==> src/rtl/touch_scan_sequencer_if.sv <==
// Handshake bundle between the scan sequencer and the SPI conversion engine.
// master = sequencer side, slave = conversion engine side.
interface touch_scan_sequencer_if;
  logic        conv_req;
  logic [1:0]  conv_chan;
  logic        conv_done;
  logic [11:0] conv_data;

  modport master (
    output conv_req,
    output conv_chan,
    input  conv_done,
    input  conv_data
  );

  modport slave (
    input  conv_req,
    input  conv_chan,
    output conv_done,
    output conv_data
  );
endinterface

==> src/rtl/touch_scan_sequencer.sv <==
// Periodic Z/X/Y touch scan with pen-down gating and calibration.
// Optional: define TOUCH_AVG_EN to average 4 samples per X/Y axis.
module touch_scan_sequencer #(
  parameter int          SCAN_PERIOD = 100000,
  parameter int          TIMEOUT     = 4096,
  parameter logic [11:0] Z_THRESH    = 12'h200,
  parameter logic [11:0] X_MIN       = 12'h096,
  parameter logic [11:0] X_MAX       = 12'hF6E,
  parameter logic [11:0] Y_MIN       = 12'h12C,
  parameter logic [11:0] Y_MAX       = 12'hED8
) (
  input  logic                   cclk,
  input  logic                   rstb,
  input  logic                   scan_en,
  touch_scan_sequencer_if.master bus,
  output logic [8:0]             x,
  output logic [8:0]             y,
  output logic                   pen_down,
  output logic                   touch_valid,
  output logic                   scan_overrun,
  output logic                   conv_timeout
);

  localparam int PW = $clog2(SCAN_PERIOD);
  localparam int TW = $clog2(TIMEOUT + 1);

  localparam logic [1:0] CH_X = 2'b00;
  localparam logic [1:0] CH_Y = 2'b01;
  localparam logic [1:0] CH_Z = 2'b10;

  typedef enum logic [1:0] {
    IDLE,
    ISSUE,
    WAIT,
    UPDATE
  } state_t;

  state_t      state;
  logic [PW-1:0] pcnt;
  logic [TW-1:0] tcnt;
  logic        req_q;
  logic [1:0]  chan_q;
  logic [11:0] x_raw;
  logic        tick;

`ifdef TOUCH_AVG_EN
  logic [13:0] acc;
  logic [1:0]  scnt;
`endif

  assign tick          = (pcnt == PW'(SCAN_PERIOD - 1));
  assign bus.conv_req  = req_q;
  assign bus.conv_chan = chan_q;

  // Saturating offset removal, ceiling clamp, then drop 3 LSBs.
  function automatic logic [8:0] cal(
    input logic [11:0] raw,
    input logic [11:0] mn,
    input logic [11:0] mx
  );
    logic [11:0] adj;
    adj = (raw < mn) ? 12'd0 : raw - mn;
    if (adj > mx)
      adj = mx;
    return adj[11:3];
  endfunction

`ifdef TOUCH_AVG_EN
  function automatic logic [11:0] avg4(
    input logic [13:0] a,
    input logic [11:0] d
  );
    logic [13:0] s;
    s = a + {2'b00, d};
    return s[13:2];
  endfunction

  function automatic logic [13:0] accum(
    input logic [13:0] a,
    input logic [11:0] d
  );
    return a + {2'b00, d};
  endfunction
`endif

  always_ff @(posedge cclk) begin
    if (!rstb) begin
      state        <= IDLE;
      pcnt         <= '0;
      tcnt         <= '0;
      req_q        <= 1'b0;
      chan_q       <= CH_Z;
      x_raw        <= '0;
      x            <= '0;
      y            <= '0;
      pen_down     <= 1'b0;
      touch_valid  <= 1'b0;
      scan_overrun <= 1'b0;
      conv_timeout <= 1'b0;
`ifdef TOUCH_AVG_EN
      acc          <= '0;
      scnt         <= '0;
`endif
    end else begin
      touch_valid  <= 1'b0;
      scan_overrun <= 1'b0;
      conv_timeout <= 1'b0;
      pcnt         <= tick ? '0 : pcnt + 1'b1;

      // A tick during an active scan is dropped, not queued.
      if (tick && state != IDLE)
        scan_overrun <= 1'b1;

      unique case (state)
        IDLE: begin
          if (tick && scan_en) begin
            state  <= ISSUE;
            chan_q <= CH_Z;
`ifdef TOUCH_AVG_EN
            acc    <= '0;
            scnt   <= '0;
`endif
          end
        end

        ISSUE: begin
          req_q <= 1'b1;
          tcnt  <= '0;
          state <= WAIT;
        end

        WAIT: begin
          if (bus.conv_done) begin
            req_q <= 1'b0;
            unique case (1'b1)
              (chan_q == CH_Z): begin
                if (bus.conv_data < Z_THRESH) begin
                  pen_down <= 1'b0;
                  state    <= IDLE;
                end else begin
                  pen_down <= 1'b1;
                  chan_q   <= CH_X;
                  state    <= ISSUE;
                end
              end
              (chan_q == CH_X): begin
                state <= ISSUE;
`ifdef TOUCH_AVG_EN
                acc   <= accum(acc, bus.conv_data);
                scnt  <= scnt + 2'd1;
                if (scnt == 2'd3) begin
                  x_raw  <= avg4(acc, bus.conv_data);
                  acc    <= '0;
                  chan_q <= CH_Y;
                end
`else
                x_raw  <= bus.conv_data;
                chan_q <= CH_Y;
`endif
              end
              (chan_q == CH_Y): begin
`ifdef TOUCH_AVG_EN
                scnt <= scnt + 2'd1;
                if (scnt == 2'd3) begin
                  x           <= cal(x_raw, X_MIN, X_MAX);
                  y           <= cal(avg4(acc, bus.conv_data),
                                     Y_MIN, Y_MAX);
                  touch_valid <= 1'b1;
                  state       <= UPDATE;
                end else begin
                  acc   <= accum(acc, bus.conv_data);
                  state <= ISSUE;
                end
`else
                x           <= cal(x_raw, X_MIN, X_MAX);
                y           <= cal(bus.conv_data, Y_MIN, Y_MAX);
                touch_valid <= 1'b1;
                state       <= UPDATE;
`endif
              end
              default: state <= IDLE;
            endcase
          end else if (tcnt == TW'(TIMEOUT - 1)) begin
            req_q        <= 1'b0;
            conv_timeout <= 1'b1;
            state        <= IDLE;
          end else begin
            tcnt <= tcnt + 1'b1;
          end
        end

        UPDATE: state <= IDLE;

        default: state <= IDLE;
      endcase
    end
  end

endmodule
==> src/flat_wrapper.sv <==
// flat-port wrapper written by rule: the top's interface ports become plain ports
module touch_scan_sequencer_flat 
#(
  parameter int          SCAN_PERIOD = 100000,
  parameter int          TIMEOUT     = 4096,
  parameter logic [11:0] Z_THRESH    = 12'h200,
  parameter logic [11:0] X_MIN       = 12'h096,
  parameter logic [11:0] X_MAX       = 12'hF6E,
  parameter logic [11:0] Y_MIN       = 12'h12C,
  parameter logic [11:0] Y_MAX       = 12'hED8
)
  (cclk, rstb, scan_en, x, y, pen_down, touch_valid, scan_overrun, conv_timeout, bus_conv_req, bus_conv_chan, bus_conv_done, bus_conv_data);
  touch_scan_sequencer_if bus_i ();
  input  logic cclk;
  input  logic rstb;
  input  logic scan_en;
  output logic [8:0] x;
  output logic [8:0] y;
  output logic pen_down;
  output logic touch_valid;
  output logic scan_overrun;
  output logic conv_timeout;
  output wire logic [$bits(bus_i.conv_req)-1:0] bus_conv_req;
  output wire logic [$bits(bus_i.conv_chan)-1:0] bus_conv_chan;
  input wire logic [$bits(bus_i.conv_done)-1:0] bus_conv_done;
  input wire logic [$bits(bus_i.conv_data)-1:0] bus_conv_data;
  assign bus_conv_req = bus_i.conv_req;
  assign bus_conv_chan = bus_i.conv_chan;
  assign bus_i.conv_done = bus_conv_done;
  assign bus_i.conv_data = bus_conv_data;
  touch_scan_sequencer #(.SCAN_PERIOD(SCAN_PERIOD), .TIMEOUT(TIMEOUT), .Z_THRESH(Z_THRESH), .X_MIN(X_MIN), .X_MAX(X_MAX), .Y_MIN(Y_MIN), .Y_MAX(Y_MAX)) u_core (.cclk(cclk), .rstb(rstb), .scan_en(scan_en), .bus(bus_i), .x(x), .y(y), .pen_down(pen_down), .touch_valid(touch_valid), .scan_overrun(scan_overrun), .conv_timeout(conv_timeout));
endmodule
==> config.mk <==
export PLATFORM = sky130hd
export DESIGN_NAME = touch_scan_sequencer_flat
export DESIGN_NICKNAME = d
export VERILOG_FILES = /design/src/rtl/touch_scan_sequencer_if.sv /design/src/rtl/touch_scan_sequencer.sv /design/src/flat_wrapper.sv
export SDC_FILE = /design/constraint.sdc
export NUM_CORES = 1
export LEC_CHECK = 0
export CAP_MARGIN = 0
export CORE_MARGIN = 2
export CORE_UTILIZATION = 56
export CTS_CLUSTER_SIZE = 28
export DETAILED_ROUTE_END_ITERATION = 6
export HOLD_SLACK_MARGIN = 0.03
export PLACE_DENSITY = 0.8
export SYNTH_ARGS = -nofsm -noshare
export SYNTH_HDL_FRONTEND = slang
export SYNTH_SLANG_ARGS = --single-unit
export TNS_END_PERCENT = 5
==> constraint.sdc <==
create_clock -name cclk -period 2.7 [get_ports cclk]
set_input_delay 0.54 -clock cclk [delete_from_list [all_inputs] [get_ports cclk]]
set_output_delay 0.54 -clock cclk [all_outputs]
set_load 0.05 [all_outputs]
### Word level (Yosys, flattened, before mapping)

Cells that the tools add are included.

| cells by class | value |
|---|---|
| add/sub/neg operators | 4 |
| order comparisons | 5 |
| equality and inequality tests | 14 |
| muxes and demuxes | 25 |
| bitwise operators | 2 |
| reductions and logical operators | 17 |

Operator list:

| operator | count |
|---|---|
| 12-bit 2-to-1 mux | 4 |
| 13-bit 2-to-1 mux | 2 |
| 13-bit one-hot mux with 2 select lines | 1 |
| 12-bit > comparator (second input constant) | 2 |
| 17-bit by 1-bit adder with 17-bit output (second input constant) | 1 |
| 17-bit equality test (second input constant) | 1 |
| 3-bit AND reduction | 5 |
| 13-bit by 1-bit adder with 13-bit output (second input constant) | 1 |
| 13-bit by 12-bit equality test with 1-bit output (second input constant) | 1 |
| 12-bit by 10-bit less-than comparator with 1-bit output (second input constant) | 1 |
| 12-bit by 8-bit less-than comparator with 1-bit output (second input constant) | 1 |
| 12-bit by 9-bit less-than comparator with 1-bit output (second input constant) | 1 |
| 2-bit 2-to-1 mux | 6 |
| 12-bit by 8-bit subtractor with 12-bit output (second input constant) | 1 |
| 12-bit by 9-bit subtractor with 12-bit output (second input constant) | 1 |
| 2-bit one-hot mux with 2 select lines | 2 |
| 2-bit one-hot mux with 4 select lines | 1 |
| 1-bit 2-to-1 mux | 7 |
| 2-bit equality test (second input constant) | 3 |
| 2-bit inequality test (second input constant) | 3 |
| 2-bit one-hot mux with 3 select lines | 1 |
| 2-bit nonzero test | 3 |
| 5-bit AND reduction | 1 |
| 2-bit by 1-bit equality test with 1-bit output (second input constant) | 2 |
| other kinds (11) | 15 |

| storage, ports and cells | value |
|---|---|
| flip-flop bits (word level) | 69 |
| bits of input ports | 16 |
| logic and storage cells | 79 |

### Longest topological paths before layout

| depth | value |
|---|---|
| depth after elaboration | 5 |
| gate-level depth with buffers | 10 |
| gate-level depth less buffers | 8 |

### Worst setup path before layout

No wires, ideal clock.

| timing path | value |
|---|---|
| path type | input to register |
| from | in bus_conv_data[2] |
| to | reg u_core.y[7] |
| arrival time | 2.038 ns |
| setup slack | 0.571 ns |
| stages on the path | 5 |
| path through | ha_1 > o21ai_0 > a21boi_1 > or4b_2 > a311oi_1 |

| between the ends | value |
|---|---|
| longest elaborated chain between the ends | 4 |
| elaborated cells between the ends (all ways) | 5 |
| classes of those cells | add/sub: 1; order compare: 2; mux: 2 |

Ends and longest elaborated chain:

| what | RTL line | source |
|---|---|---|
| start: declaration | flat_wrapper.sv:26 | `input wire logic [$bits(bus_i.conv_data)-1:0] bus_conv_data;` |
| 12-bit by 9-bit subtractor with 12-bit output or 12-bit by 9-bit less-than comparator with 1-bit output (tied branches) | touch_scan_sequencer.sv:62 | `adj = (raw < mn) ? 12'd0 : raw - mn;` |
| 12-bit 2-to-1 mux * | touch_scan_sequencer.sv:62 |  |
| 12-bit > comparator | touch_scan_sequencer.sv:63 | `if (adj > mx)` |
| 12-bit 2-to-1 mux * | touch_scan_sequencer.sv:63 |  |
| end signal: assignment | touch_scan_sequencer.sv:176 | `y <= cal(bus.conv_data, Y_MIN, Y_MAX);` |
| end: declaration | touch_scan_sequencer.sv:17 | `output logic [8:0] y,` |

Every way passes the cells marked *; elsewhere a longest branch is shown, timed or not.
A chain may end at the register's enable or synchronous reset.

### Worst setup path after layout

| timing path | value |
|---|---|
| from | reg u_core.x_raw[1] |
| to | reg u_core.x[1] |

| between the ends | value |
|---|---|
| longest elaborated chain between the ends | 4 |
| elaborated cells between the ends (all ways) | 5 |
| classes of those cells | add/sub: 1; order compare: 2; mux: 2 |

Ends and longest elaborated chain:

| what | RTL line | source |
|---|---|---|
| start: declaration | touch_scan_sequencer.sv:43 | `logic [11:0] x_raw;` |
| start signal: assignment | touch_scan_sequencer.sv:157 | `x_raw <= bus.conv_data;` |
| 12-bit by 8-bit subtractor with 12-bit output or 12-bit by 8-bit less-than comparator with 1-bit output (tied branches) | touch_scan_sequencer.sv:62 |  |
| 12-bit 2-to-1 mux * | touch_scan_sequencer.sv:62 |  |
| 12-bit > comparator | touch_scan_sequencer.sv:63 |  |
| 12-bit 2-to-1 mux * | touch_scan_sequencer.sv:63 |  |
| end signal: assignment | touch_scan_sequencer.sv:175 | `x <= cal(x_raw, X_MIN, X_MAX);` |
| end: declaration | touch_scan_sequencer.sv:16 | `output logic [8:0] x,` |

Marks and branches as above.

==> impl_metrics.csv <==
group,metric,value,unit
floorplan,die-area,0.00694,mm^2
routing,wirelength,8.07,mm
setup_path,r2r_slack,0.27,ns
min_path,hp-class,"register to register",
floorplan,die_w,83.3,um
clocking,ctsRootBufferMaster,"clkbuf_8",
placed_design,dp_hpwl,5.92,mm
synthesis,synth_top_area_cell,"dfxtp_1",
timing,drv_slew,0,
synthesis,synth_compound_area_share,17.7,%
synthesis,synth_adder_area_share,2.49,%
setup_path,ff2ff_path_depth,7,
cells_and_area,stdcell_area,0.00428,mm^2
clocking,cts_setup_buffers,0,
pwr,irDropWorstVdd,0.418,mV
cells_and_area,drive_gt1_share,9.44,%
timing,worstMarginPinSlew,0.542,ns
floorplan,io-pin-count,41,
clocking,cts_max_level,3,
timing,final-hold-violation-count,0,
cells_and_area,fill_cells,514,
placed_design,gp_congestion,0.933,
routing,drc_errors,0,
synthesis,synth_flop_cell,"dfxtp_1",
routing,vias,3319,
synthesis,yosys.area_share.simple,28.1,%
synthesis,syn-num-nets,464,
floorplan,start_util,58.8,%
grt,grt_max_degree,18,
min_path,hold_path_depth,2,
synthesis,synth_xor_area_share,7.71,%
synthesis,synth_area,0.00352,mm^2
timing,fmax,411,MHz
synthesis,synth_top_family_by_area,"simple AND/OR/NAND/NOR gates",
grt,antenna_found_initial,0,
synthesis,syn_inst,441,
clocking,cts.path.max_buffers,2,
setup_path,path_max_fanout,6,
synthesis,synth.distinct_cells,60,
grt,grt_pass1_vias,3037,
min_path,holdPathEnd,"u_core.x[4]",
routing,first_pass_iters,5,
synthesis,synthMuxAreaShare,0.320,%
floorplan,num_rows,28,
synthesis,synthTopCellsByArea,"dfxtp_1, nand2_1, a21oi_1, xor2_1, nor2_1",
cells_and_area,fin_nets,516,
setup_path,critPathRequiredTime,2.94,ns
setup_path,startpoint,"u_core.x_raw[1]",
timing,finalCritPeriodShare,90.1,%
cells_and_area,regArea,0.00138,mm^2
pwr,leakage,1.56,nW
synthesis,synth_seq_area_share,39.2,%
cells_and_area,synthToLayoutAreaGrowth,21.5,%
clocking,post_cts_resized,0,
floorplan,core_area,0.00599,mm^2
pwr,p_per_area,530,mW/mm^2
timing,fin_crit,2.43,ns
grt,grt_usage,23.7,%
routing,ant_nets,0,
clocking,clock-sinks,69,
grt,grt_overflow,0,
setup_path,criticalPathCategory,"register to register",
clocking,cts_tree,"yes",
cells_and_area,multi_input_area,0.00198,mm^2
synthesis,synth_seq_cells,69,
setup_path,r2r-end,"u_core.x[1]",
synthesis,postSynth.asyncResetShare,0,%
routing,wl_per_cell,14.1,um
placed_design,place.port_buffers,40,
routing,drtIter0Drc,193,
timing,skew,0.00863,ns
timing,setup_slack,0.266,ns
outcome,status,"completed",
setup_path,cp.arrival,2.68,ns
routing,post_drt_via_cell_ratio,5.79,
clocking,numCtsBuffers,9,
timing,rsz0062_at_grt,"false",
setup_path,r2r-start,"u_core.x_raw[1]",
setup_path,end_kind,"register",
synthesis,yosys_warnings,0,
synthesis,synth_top_area_share,39.2,%
synthesis,avgSynthCellArea,7.99,um^2
cells_and_area,antenna_cells,0,
clocking,cts.clk_slew.worst_paths,0.07,ns
setup_path,start_kind,"register",
timing,slew_headroom,63.9,%
grt,grt_pass1_wl,13.6,mm
synthesis,synth_edf_count,0,
floorplan,die_h,83.3,um
timing,setup_violations,0,
run,max_cap_violations,0,
placed_design,postPlaceCellArea,0.00406,mm^2
placed_design,post-place-ws,-0.0603,ns
clocking,ctsHoldBuffers,0,
cells_and_area,fin_util,71.4,%
clocking,clkLatencyLatePin,0.35,ns
min_path,worstHoldStart,"u_core.x[4]",
## layout make-up
class | instances | area share (%)
inverters | 11 | 0.965
multi-input cells | 341 | 46.3
clock inverters | 7 | 2.31
well taps | 75 | 2.19
clock buffers | 9 | 2.89
flip-flops and latches | 69 | 32.3
repair buffers | 61 | 13.0
## how the worst max path moves through the flow
stage / endpoint / slack (ns) / cells past startpoint
after detailed placement: u_core.y[7] / -0.06 / 6
after CTS: u_core.x[1] / 0.28 / 7
after global routing: u_core.x[1] / 0.07 / 7
after global placement: u_core.y[7] / 0.02 / 6
after floorplan: u_core.y[7] / 0.57 / 5
final: u_core.x[1] / 0.27 / 7
## worst max-delay path: stages (launching register included)
cell       delay [ns]
dfxtp_1          0.36
ha_1             0.25
o21a_1           0.25
nor2_1           0.28
nand4_1          0.16
a221oi_1         0.46
o2111ai_1        0.30
a32o_1           0.27
## stage by stage
step	TNS, ns	cells	power, W	hold WS, ns
after floorplan	0	441	0.00125	0.408
after global routing	0	573	0.00235	0.479
after global placement	0	557	0.00134	0.418
after detailed placement	-0.0655	557	0.00135	0.446
after CTS	0	573	0.00228	0.455
final	0	573	0.00227	0.453
## state kept, by name, indices dropped and copies added, names as in the netlist
signal and flops:
u_core.pcnt 17, u_core.tcnt 13, u_core.x_raw 12, u_core.x 9, u_core.y 9, u_core.bus.conv_chan 2, u_core.state 2, u_core.bus.conv_req 1
u_core.conv_timeout 1, u_core.pen_down 1, u_core.scan_overrun 1, u_core.touch_valid 1
## where the power goes
group	leakage, nW	total [W]	switching (W)	internal [W]
logic	0.893	0.000290	0.000175	0.000115
registers	0.556	0.00104	0.00000939	0.00103
clock network	0.110	0.000936	0.000412	0.000524
## routing by layer
| metal | global-route usage (%) | routed length, um |
|---|---|---|
| met1 | 28.8 | 3600 |
| met4 | 10.1 | 223 |
| met5 | 0 | 0 |
| met2 | 39.4 | 3820 |
| met3 | 6.26 | 424 |
## logic make-up after synthesis
group | Yosys count
adder cells (fa/ha/maj) | 7
XOR/XNOR | 31
AND/OR/NAND/NOR | 202
buffers and inverters | 31
AO/OA/AOI/OAI | 100
multiplexers | 1
flip-flops | 69
## synthesized netlist by cell type (2+ instances only)
cell,number
a21oi_1,43
o21ai_0,20
nand2_1,67
nand3_1,20
nand3b_1,4
inv_1,10
dfxtp_1,69
nor2_1,48
ha_1,7
o41ai_1,2
xor2_1,24
and3_1,7
a311oi_1,5
nand4_1,11
xnor2_1,7
or3_1,9
nor4_1,2
a21o_1,2
and4_1,2
nand2b_1,9
buf_2,3
nor3b_1,2
o211ai_1,2
clkbuf_1,13
a31o_2,2
and2_1,3
nor3_1,9
a211oi_1,4
a31oi_1,4
## layout by cell type (no fill, tap or decap), types with 2 or more instances in the layout
cell type        synthesis  final
a31oi_1                  4      4
xnor2_1                  7      7
and4_1                   2      2
nand2_1                 67     67
nor3b_1                  2      2
nand3b_1                 4      4
dfxtp_1                 69     69
o211ai_1                 2      2
xor2_1                  24     24
a21o_1                   2      2
a211oi_1                 4      4
nand4_1                 11     11
nand3_1                 20     20
inv_1                   10     10
o21ai_0                 20     20
clkinv_4                 0      2
ha_1                     7      7
a311oi_1                 5      5
buf_4                    1     21
clkbuf_8                 1      9
clkdlybuf4s50_1          0     40
or3_1                    9      9
and2_1                   3      3
a21oi_1                 43     43
a31o_2                   2      2
nand2b_1                 9      9
o41ai_1                  2      2
and3_1                   7      7
nor3_1                   9      9
nor4_1                   2      2
nor2_1                  48     48
bufinv_16                0      2
(Power assumes the default switching activity.)
